## src/rtl/u712_cycle_sequencer.sv

```systemverilog
// u712_cycle_sequencer: sequences each claimed 68040/68060 bus cycle
// from transfer start to final acknowledge, counting line-burst beats.
//
// Ports:
//   CLK40        in   system clock, rising edge
//   nRESET       in   asynchronous active-low reset
//   nTS          in   CPU transfer start strobe, active low
//   SIZ[1:0]     in   CPU transfer size, 2'b11 = line burst
//   REG_REQ      in   decode hit in register space
//   RAM_REQ      in   decode hit in RAM space
//   REG_RDY      in   register datapath ready strobe
//   RAM_RDY      in   RAM datapath beat-ready strobe
//   DMA_PREEMPT  in   DMA wants the RAM, abandon a burst not yet started
//   REG_TA       out  register-cycle acknowledge pulse
//   RAM_TA       out  RAM beat acknowledge pulse
//   BURST_CYCLE  out  RAM cycle proceeds as an uninterrupted burst
//   nTEA         out  transfer error acknowledge, active low
//   CYCLE_ACTIVE out  high from DECODE through ACK
//   BEAT[1:0]    out  index of the next RAM beat to acknowledge
//
// Build option BUS_TIMEOUT_EN: when defined, a watchdog ends cycles that
// go TIMEOUT_CYCLES clocks without a beat acknowledge by pulsing nTEA.
// When undefined, no counter exists, nTEA is tied high and waits are
// unbounded.

module u712_cycle_sequencer #(
    parameter int TIMEOUT_CYCLES = 255,
    parameter int LINE_BEATS     = 4
) (
    input  logic       CLK40,
    input  logic       nRESET,
    input  logic       nTS,
    input  logic [1:0] SIZ,
    input  logic       REG_REQ,
    input  logic       RAM_REQ,
    input  logic       REG_RDY,
    input  logic       RAM_RDY,
    input  logic       DMA_PREEMPT,
    output logic       REG_TA,
    output logic       RAM_TA,
    output logic       BURST_CYCLE,
    output logic       nTEA,
    output logic       CYCLE_ACTIVE,
    output logic [1:0] BEAT
);

    typedef enum logic [2:0] {
        S_IDLE,
        S_DECODE,
        S_REG_WAIT,
        S_RAM_WAIT,
        S_ACK,
        S_RECOVER
    } state_t;

    localparam logic [1:0] LAST_BEAT = 2'(LINE_BEATS - 1);

    state_t     state_q, state_d;
    logic       line_q, line_d;
    logic       reg_ta_q, reg_ta_d;
    logic       ram_ta_q, ram_ta_d;
    logic       burst_q, burst_d;
    logic       ntea_q, ntea_d;
    logic       active_q, active_d;
    logic [1:0] beat_q, beat_d;

    // Burst still in force for this beat: a preempt seen before the first
    // beat is applied in the same cycle so a coincident RAM_RDY ends it.
    logic       preempt;
    logic       burst_eff;

`ifdef BUS_TIMEOUT_EN
    localparam int CW = $clog2(TIMEOUT_CYCLES + 1);
    localparam logic [CW-1:0] TERM = CW'(TIMEOUT_CYCLES - 1);

    logic [CW-1:0] cnt_q, cnt_d;
    logic          waiting;
    logic          rdy_taken;
`endif

    always_comb begin
        state_d   = state_q;
        line_d    = line_q;
        reg_ta_d  = 1'b0;
        ram_ta_d  = 1'b0;
        burst_d   = burst_q;
        ntea_d    = 1'b1;
        beat_d    = beat_q;
        preempt   = 1'b0;
        burst_eff = burst_q;

        unique case (state_q)
            S_IDLE: begin
                if (!nTS) begin
                    state_d = S_DECODE;
                    line_d  = (SIZ == 2'b11);
                end
            end

            S_DECODE: begin
                if (REG_REQ) begin
                    state_d = S_REG_WAIT;
                end else if (RAM_REQ) begin
                    state_d = S_RAM_WAIT;
                    burst_d = line_q;
                end
            end

            S_REG_WAIT: begin
                if (REG_RDY) begin
                    state_d  = S_ACK;
                    reg_ta_d = 1'b1;
                end
            end

            S_RAM_WAIT: begin
                preempt   = DMA_PREEMPT && (beat_q == 2'd0);
                burst_eff = burst_q && !preempt;
                burst_d   = burst_eff;
                if (RAM_RDY) begin
                    ram_ta_d = 1'b1;
                    // BEAT names the next beat; it returns to 0 as the
                    // cycle finishes so the next cycle starts at beat 0.
                    if (!burst_eff || (beat_q == LAST_BEAT)) begin
                        state_d = S_ACK;
                        beat_d  = 2'd0;
                    end else begin
                        beat_d  = beat_q + 2'd1;
                    end
                end
            end

            S_ACK: begin
                state_d = S_RECOVER;
                burst_d = 1'b0;
            end

            S_RECOVER: begin
                if (!nTS) begin
                    state_d = S_DECODE;
                    line_d  = (SIZ == 2'b11);
                end else begin
                    state_d = S_IDLE;
                end
            end

            default: begin
                state_d = S_IDLE;
            end
        endcase

`ifdef BUS_TIMEOUT_EN
        cnt_d     = cnt_q;
        waiting   = (state_q == S_DECODE) ||
                    (state_q == S_REG_WAIT) ||
                    (state_q == S_RAM_WAIT);
        rdy_taken = ((state_q == S_REG_WAIT) && REG_RDY) ||
                    ((state_q == S_RAM_WAIT) && RAM_RDY);

        if (waiting) begin
            if (rdy_taken) begin
                // An acknowledge on the terminal count still wins.
                cnt_d = '0;
            end else if (cnt_q == TERM) begin
                state_d  = S_RECOVER;
                ntea_d   = 1'b0;
                reg_ta_d = 1'b0;
                ram_ta_d = 1'b0;
                burst_d  = 1'b0;
                beat_d   = 2'd0;
                cnt_d    = '0;
            end else begin
                cnt_d = cnt_q + 1'b1;
            end
        end

        if ((state_d == S_DECODE) && (state_q != S_DECODE)) begin
            cnt_d = '0;
        end
`endif

        active_d = (state_d == S_DECODE)   ||
                   (state_d == S_REG_WAIT) ||
                   (state_d == S_RAM_WAIT) ||
                   (state_d == S_ACK);
    end

    always_ff @(posedge CLK40 or negedge nRESET) begin
        if (!nRESET) begin
            state_q  <= S_IDLE;
            line_q   <= 1'b0;
            reg_ta_q <= 1'b0;
            ram_ta_q <= 1'b0;
            burst_q  <= 1'b0;
            ntea_q   <= 1'b1;
            active_q <= 1'b0;
            beat_q   <= 2'd0;
        end else begin
            state_q  <= state_d;
            line_q   <= line_d;
            reg_ta_q <= reg_ta_d;
            ram_ta_q <= ram_ta_d;
            burst_q  <= burst_d;
            ntea_q   <= ntea_d;
            active_q <= active_d;
            beat_q   <= beat_d;
        end
    end

`ifdef BUS_TIMEOUT_EN
    always_ff @(posedge CLK40 or negedge nRESET) begin
        if (!nRESET) begin
            cnt_q <= '0;
        end else begin
            cnt_q <= cnt_d;
        end
    end
`endif

    assign REG_TA       = reg_ta_q;
    assign RAM_TA       = ram_ta_q;
    assign BURST_CYCLE  = burst_q;
    assign nTEA         = ntea_q;
    assign CYCLE_ACTIVE = active_q;
    assign BEAT         = beat_q;

endmodule
```

## config.mk

```make
export PLATFORM = sky130hd
export DESIGN_NAME = u712_cycle_sequencer
export DESIGN_NICKNAME = d
export VERILOG_FILES = /design/src/rtl/u712_cycle_sequencer.sv
export SDC_FILE = /design/constraint.sdc
export NUM_CORES = 1
export LEC_CHECK = 0
export BUFFER_PORTS_ARGS = -buffer_cell sky130_fd_sc_hd__buf_2
export CORE_AREA = 10 10 47 49
export DETAILED_ROUTE_END_ITERATION = 6
export DIE_AREA = 0 0 57 59
export PLACE_DENSITY = 0.67
export SLEW_MARGIN = 30
export SYNTH_ARGS = -nofsm -noshare
export SYNTH_HDL_FRONTEND = slang
export SYNTH_SLANG_ARGS = --single-unit
```

## constraint.sdc

```tcl
create_clock -name CLK40 -period 2.79 [get_ports CLK40]
set_input_delay 0.558 -clock CLK40 [delete_from_list [all_inputs] [get_ports CLK40]]
set_output_delay 0.558 -clock CLK40 [all_outputs]
set_load 0.005 [all_outputs]
```

Yosys cells after proc, flatten, opt, wreduce, memory -nomap -nowiden. Cells that the tools add are included.

Logic and storage cells: 53. Output and inout port bits: 7. Input bits: 10. Register bits: 10.

Bitwise operators: 1. Equality and inequality tests: 13. Add/subtract/negate cells: 1. Multiplexer cells: 16. Reduce and logical (&&, ||, !) cells: 15.

Operators with widths (number): $mux 3 (6); $pmux 3 s6 (1); $eq 3x2->1 const B (4); $eq 3x3->1 const B (3); $mux 1 (7); $eq 3x1->1 const B (2); $eq 2x2->1 const B (2); $logic_or 1x1->1 (4); $ne 2x2->1 const B (2); $reduce_and 2->1 (2); $logic_not 3->1 (1); $pmux 1 s3 (1); $reduce_and 3->1 (1); $reduce_bool 3->1 (1); $add 2x1->2 const B (1); $logic_and 1x1->1 (2); $logic_not 1->1 (2); $logic_not 2->1 (1); $mux 2 (1); $reduce_or 2->1 (1); $not 1->1 (1).

Longest topological paths before layout.
Depth after elaboration: 13. Mapped depth: 6. Mapped depth without buffers: 6.

Worst setup path before layout. OpenSTA, ideal clock, no wires.

Path kind: register to register. From: reg beat_q[0] (netlist: BEAT[0]). To: reg active_q (netlist: CYCLE_ACTIVE). Data required time: 2666 ps. Stages on the path, launching flop included: 7. Arrival time: 1394 ps. Setup time: 124 ps. Clock period less this slack: 1518 ps. Setup slack: 1272 ps. Path buffers: 0. Cells stage by stage: dfrtp_1 -> inv_1 -> ha_1 -> nand2_1 -> nand3_1 -> a221o_1 -> o31a_1.

Word-level cells in the longest chain between the ends: 13. Elaborated cells between the ends (all ways): 17. Those cells by class: eq/ne (5); mux (3); reduce/logical (9).

Ends and longest elaborated chain: from (decl) (line 65) `logic [1:0] beat_q, beat_d;`; from (signal assigned) (line 206) `beat_q <= beat_d;`; $logic_not 2->1 (line 117) `preempt = DMA_PREEMPT && (beat_q == 2'd0);`; $logic_and 1x1->1 (line 117); $logic_not 1->1 (line 118) `burst_eff = burst_q && !preempt;`; $logic_and 1x1->1 (line 118); $logic_not 1->1 (line 124) `if (!burst_eff || (beat_q == LAST_BEAT)) begin`; $logic_or 1x1->1 (*) (line 124); $mux 3 (*) (line 124); $mux 3 (*) (line 120) `if (RAM_RDY) begin`; $pmux 3 s6 (*) (line 92) `unique case (state_q)`; via state_d[2] (line 58) `state_t state_q, state_d;`; $eq 3x1->1 / $eq 3x2->1 (equally long branches) (line 182, 183); $logic_or 1x1->1 (line 182) `active_d = (state_d == S_DECODE) ||`; $logic_or 1x1->1 (line 183) `(state_d == S_REG_WAIT) ||`; $logic_or 1x1->1 (*) (line 184) `(state_d == S_RAM_WAIT) ||`; via active_d (line 64) `logic active_q, active_d;`; to (signal assigned) (line 205) `active_q <= active_d;`; to (decl) (line 64).

The timed path passes the listed nets; every way through them passes the cells marked *. A chain may end at the register's enable or synchronous reset.

Worst setup path in the final report. Ends and elaborated chain as after synthesis.

==> results.yml <==
run_status:
  status: "finished clean"
pwr:
  finalPower_uw: 589
  pwr-share-comb_pct: 37.7
  clkPwrFrac_pct: 15.5
  intPower_uw: 364
  swShare_pct: 38.2
  vdd_drop_max_uv: 502
  p_leak_uw: 0.000328
  seqPwrFrac_pct: 46.9
  power.switching_uw: 225
  p_per_area_mw_per_mm2: 901
synthesis:
  syn_inst: 55
  synth-seq-cells: 10
  avgSynthCellArea_um2: 10.4
  synthTopCellsByArea: "dfrtp_1 (44%), ha_1 (4.4%), buf_6 (3.9%)"
  yosysSeqAreaShare_pct: 43.6
  syn_area_um2: 574
  ys_warn_count: 0
  synth.top_cell.area_share_pct: 43.6
  syn_nets: 67
  synth_area_leader_cell: "dfrtp_1"
  ys_types: 29
worst_setup_path:
  crit_path_end_kind: "register"
  crit_arrival_ns: 1.72
  worst_ep_required_time_ns: 2.93
  slowest_delay_ns: 0.36
  crit_chain: "inv_1 -> ha_1 -> nand2_1 -> nand3_1 -> a221o_1 -> o31a_1"
  crit_type: "reg -> reg"
  startpoint_type: "register"
  worst_path_max_delay_cell: "dfrtp_1"
  crit_fanout: 3
sta:
  finalHoldViolations: 0
  worst_slack_ns: 1.21
  skew_ns: 0.00113
  setup-violations-final: 0
  fmax_mhz: 632
  post-route-period-util_pct: 56.7
  finalSetupTns_ns: 0
  finalCriticalPeriod_ns: 1.58
  grt_setup_unrepaired: "no"
  holdWs_ns: 0.150
  drv_slew: 0
clock_tree:
  clkSinkCount: 10
  cts_root_buf: "clkbuf_4"
  path_clk_slew_ns: 0.06
  postCtsSetupBuffers: 0
  worstSkewPairLatency_ns: 0.25
  cts_made_buffers: 3
  clockBufferDepth: 2
  cts_tree: "done"
  ctsHtreeMaxLevel: 1
  hold_buffers: 0
  cts_resized: 0
place:
  place_ws_ns: 1.19
  post-dp-hpwl_um: 906
  gp_congestion: 0.755
  portBuffers: 15
  place_inst: 82
finish:
  final_cell_mix: "buf_2 (15), dfrtp_1 (10), inv_1 (5), nand2_1 (5), nor2_1 (4)"
  final_cells: 85
  antenna_cells: 0
  final_common_cell: "buf_2"
  drive_gt1_share_pct: 36.2
  areaGrowthSynthToFinish_pct: 13.9
  fin_nets: 83
grt:
  grt_max_degree: 14
  grt-ovfl-total: 0
  grt_first_pass_wirelength_mm: 1.99
  grtUsageTotal_pct: 7.33
  antenna_found_initial: 0
  grt_pass1_vias: 474
route:
  drtPass1Iterations: 4
  routed_wl_mm: 1.10
  viasPerCell: 5.33
  drc: 0
  first_iter_violations: 7
  routed-via-count: 453
  postRouteAntennaNets: 0
  avgRoutedWirePerCell_um: 12.9
die:
  io_pins: 17
  core_area_mm2: 0.00140
  chipWidth_um: 57
  start_util_pct: 41.0
  die_y_um: 59
  rows: 14
  die-area_mm2: 0.00336
run:
  drv_cap: 0
hold_path:
  hold_class: "in -> async"
-- Yosys cell counts --
cell type and count:
a2111oi_2 1, a21oi_1 1, a221o_1 1, a221oi_1 1, a22o_2 1, a311oi_1 1, a31o_2 1, a31oi_1 1
a41oi_1 1, buf_4 2, buf_6 2, conb_1 1, dfrtp_1 10, ha_1 2, inv_1 5, inv_2 1
mux2_2 1, mux2i_1 1, nand2_1 5, nand3_1 3, nand3_4 1, nor2_1 4, nor2b_4 1, nor3_1 1
o21ai_0 1, o31a_1 1, o31ai_1 1, o41ai_1 2, xor2_1 1
-- path summary, 6_finish.rpt --
path,cells after the start,endpoint,slack [ns],startpoint
min in group CLK40,2,line_q,0.53,nTS
setup reg to reg,6,CYCLE_ACTIVE,1.21,BEAT[0]
setup / recovery,6,CYCLE_ACTIVE,1.21,BEAT[0]
hold reg to reg,2,line_q,0.55,line_q
hold / removal,1,state_q[0],0.15,nRESET
max in group asynchronous,1,line_q,2.46,nRESET
-- logic make-up after synthesis --
family / Yosys count / share of synthesized area [%]
AO/OA/AOI/OAI: 14 / 20.9
AND/OR/NAND/NOR: 15 / 14.8
multiplexers: 2 / 3.70
adder cells (fa/ha/maj): 2 / 4.36
flip-flops: 10 / 43.6
XOR/XNOR: 1 / 1.53
other: 1 / 0.653
buffers and inverters: 10 / 10.5
-- cell type report --
type                            count  area, µm²
Clock buffer                        3       22.5
Fill cell                         138        747
Timing Repair Buffer               15       75.1
Multi-Input combinational cell     35        264
Tap cell                           16       20.0
Sequential cell                    10        250
Inverter                            6       22.5
-- critical path: cells and delay by family, from the launching register on --
kind	cells	cell delay, ns
AO/OA/AOI/OAI	2	0.62
adder cells (fa/ha/maj)	1	0.20
buffers and inverters	1	0.07
flip-flops	1	0.36
AND/OR/NAND/NOR	2	0.21
-- registers in the layout (all words and copies together), names as in the netlist --
name,cells
state_q,3
line_q,1
BURST_CYCLE,1
BEAT,2
RAM_TA,1
REG_TA,1
CYCLE_ACTIVE,1
-- routing by layer --
layer / up-vias / share of wire [%] / global-route usage (%)
met5: - / 0 / 0
met4: 0 / 2.3 / 3.02
met3: 4 / 4.6 / 4.08
met2: 12 / 52 / 12.1
met1: 211 / 41 / 7.55
li1: 226 / - / -
-- power groups by stage --
stage	registers, µW	logic, µW	clock network, µW
after floorplan	231	234	0
after global placement	278	223	0
after detailed placement	278	225	0
after CTS	275	226	96.7
after global routing	288	259	104
final	276	222	91.3
-- metrics by stage --
step	instance area, µm²	utilization (%)
3_5_place_dp	632	45.1
4_1_cts	654	46.7
6_report	654	46.7
5_1_grt	654	46.7
2_1_floorplan	574	-
3_3_place_gp	632	45.1
No activity file was read; power rests on OpenSTA's default activity.
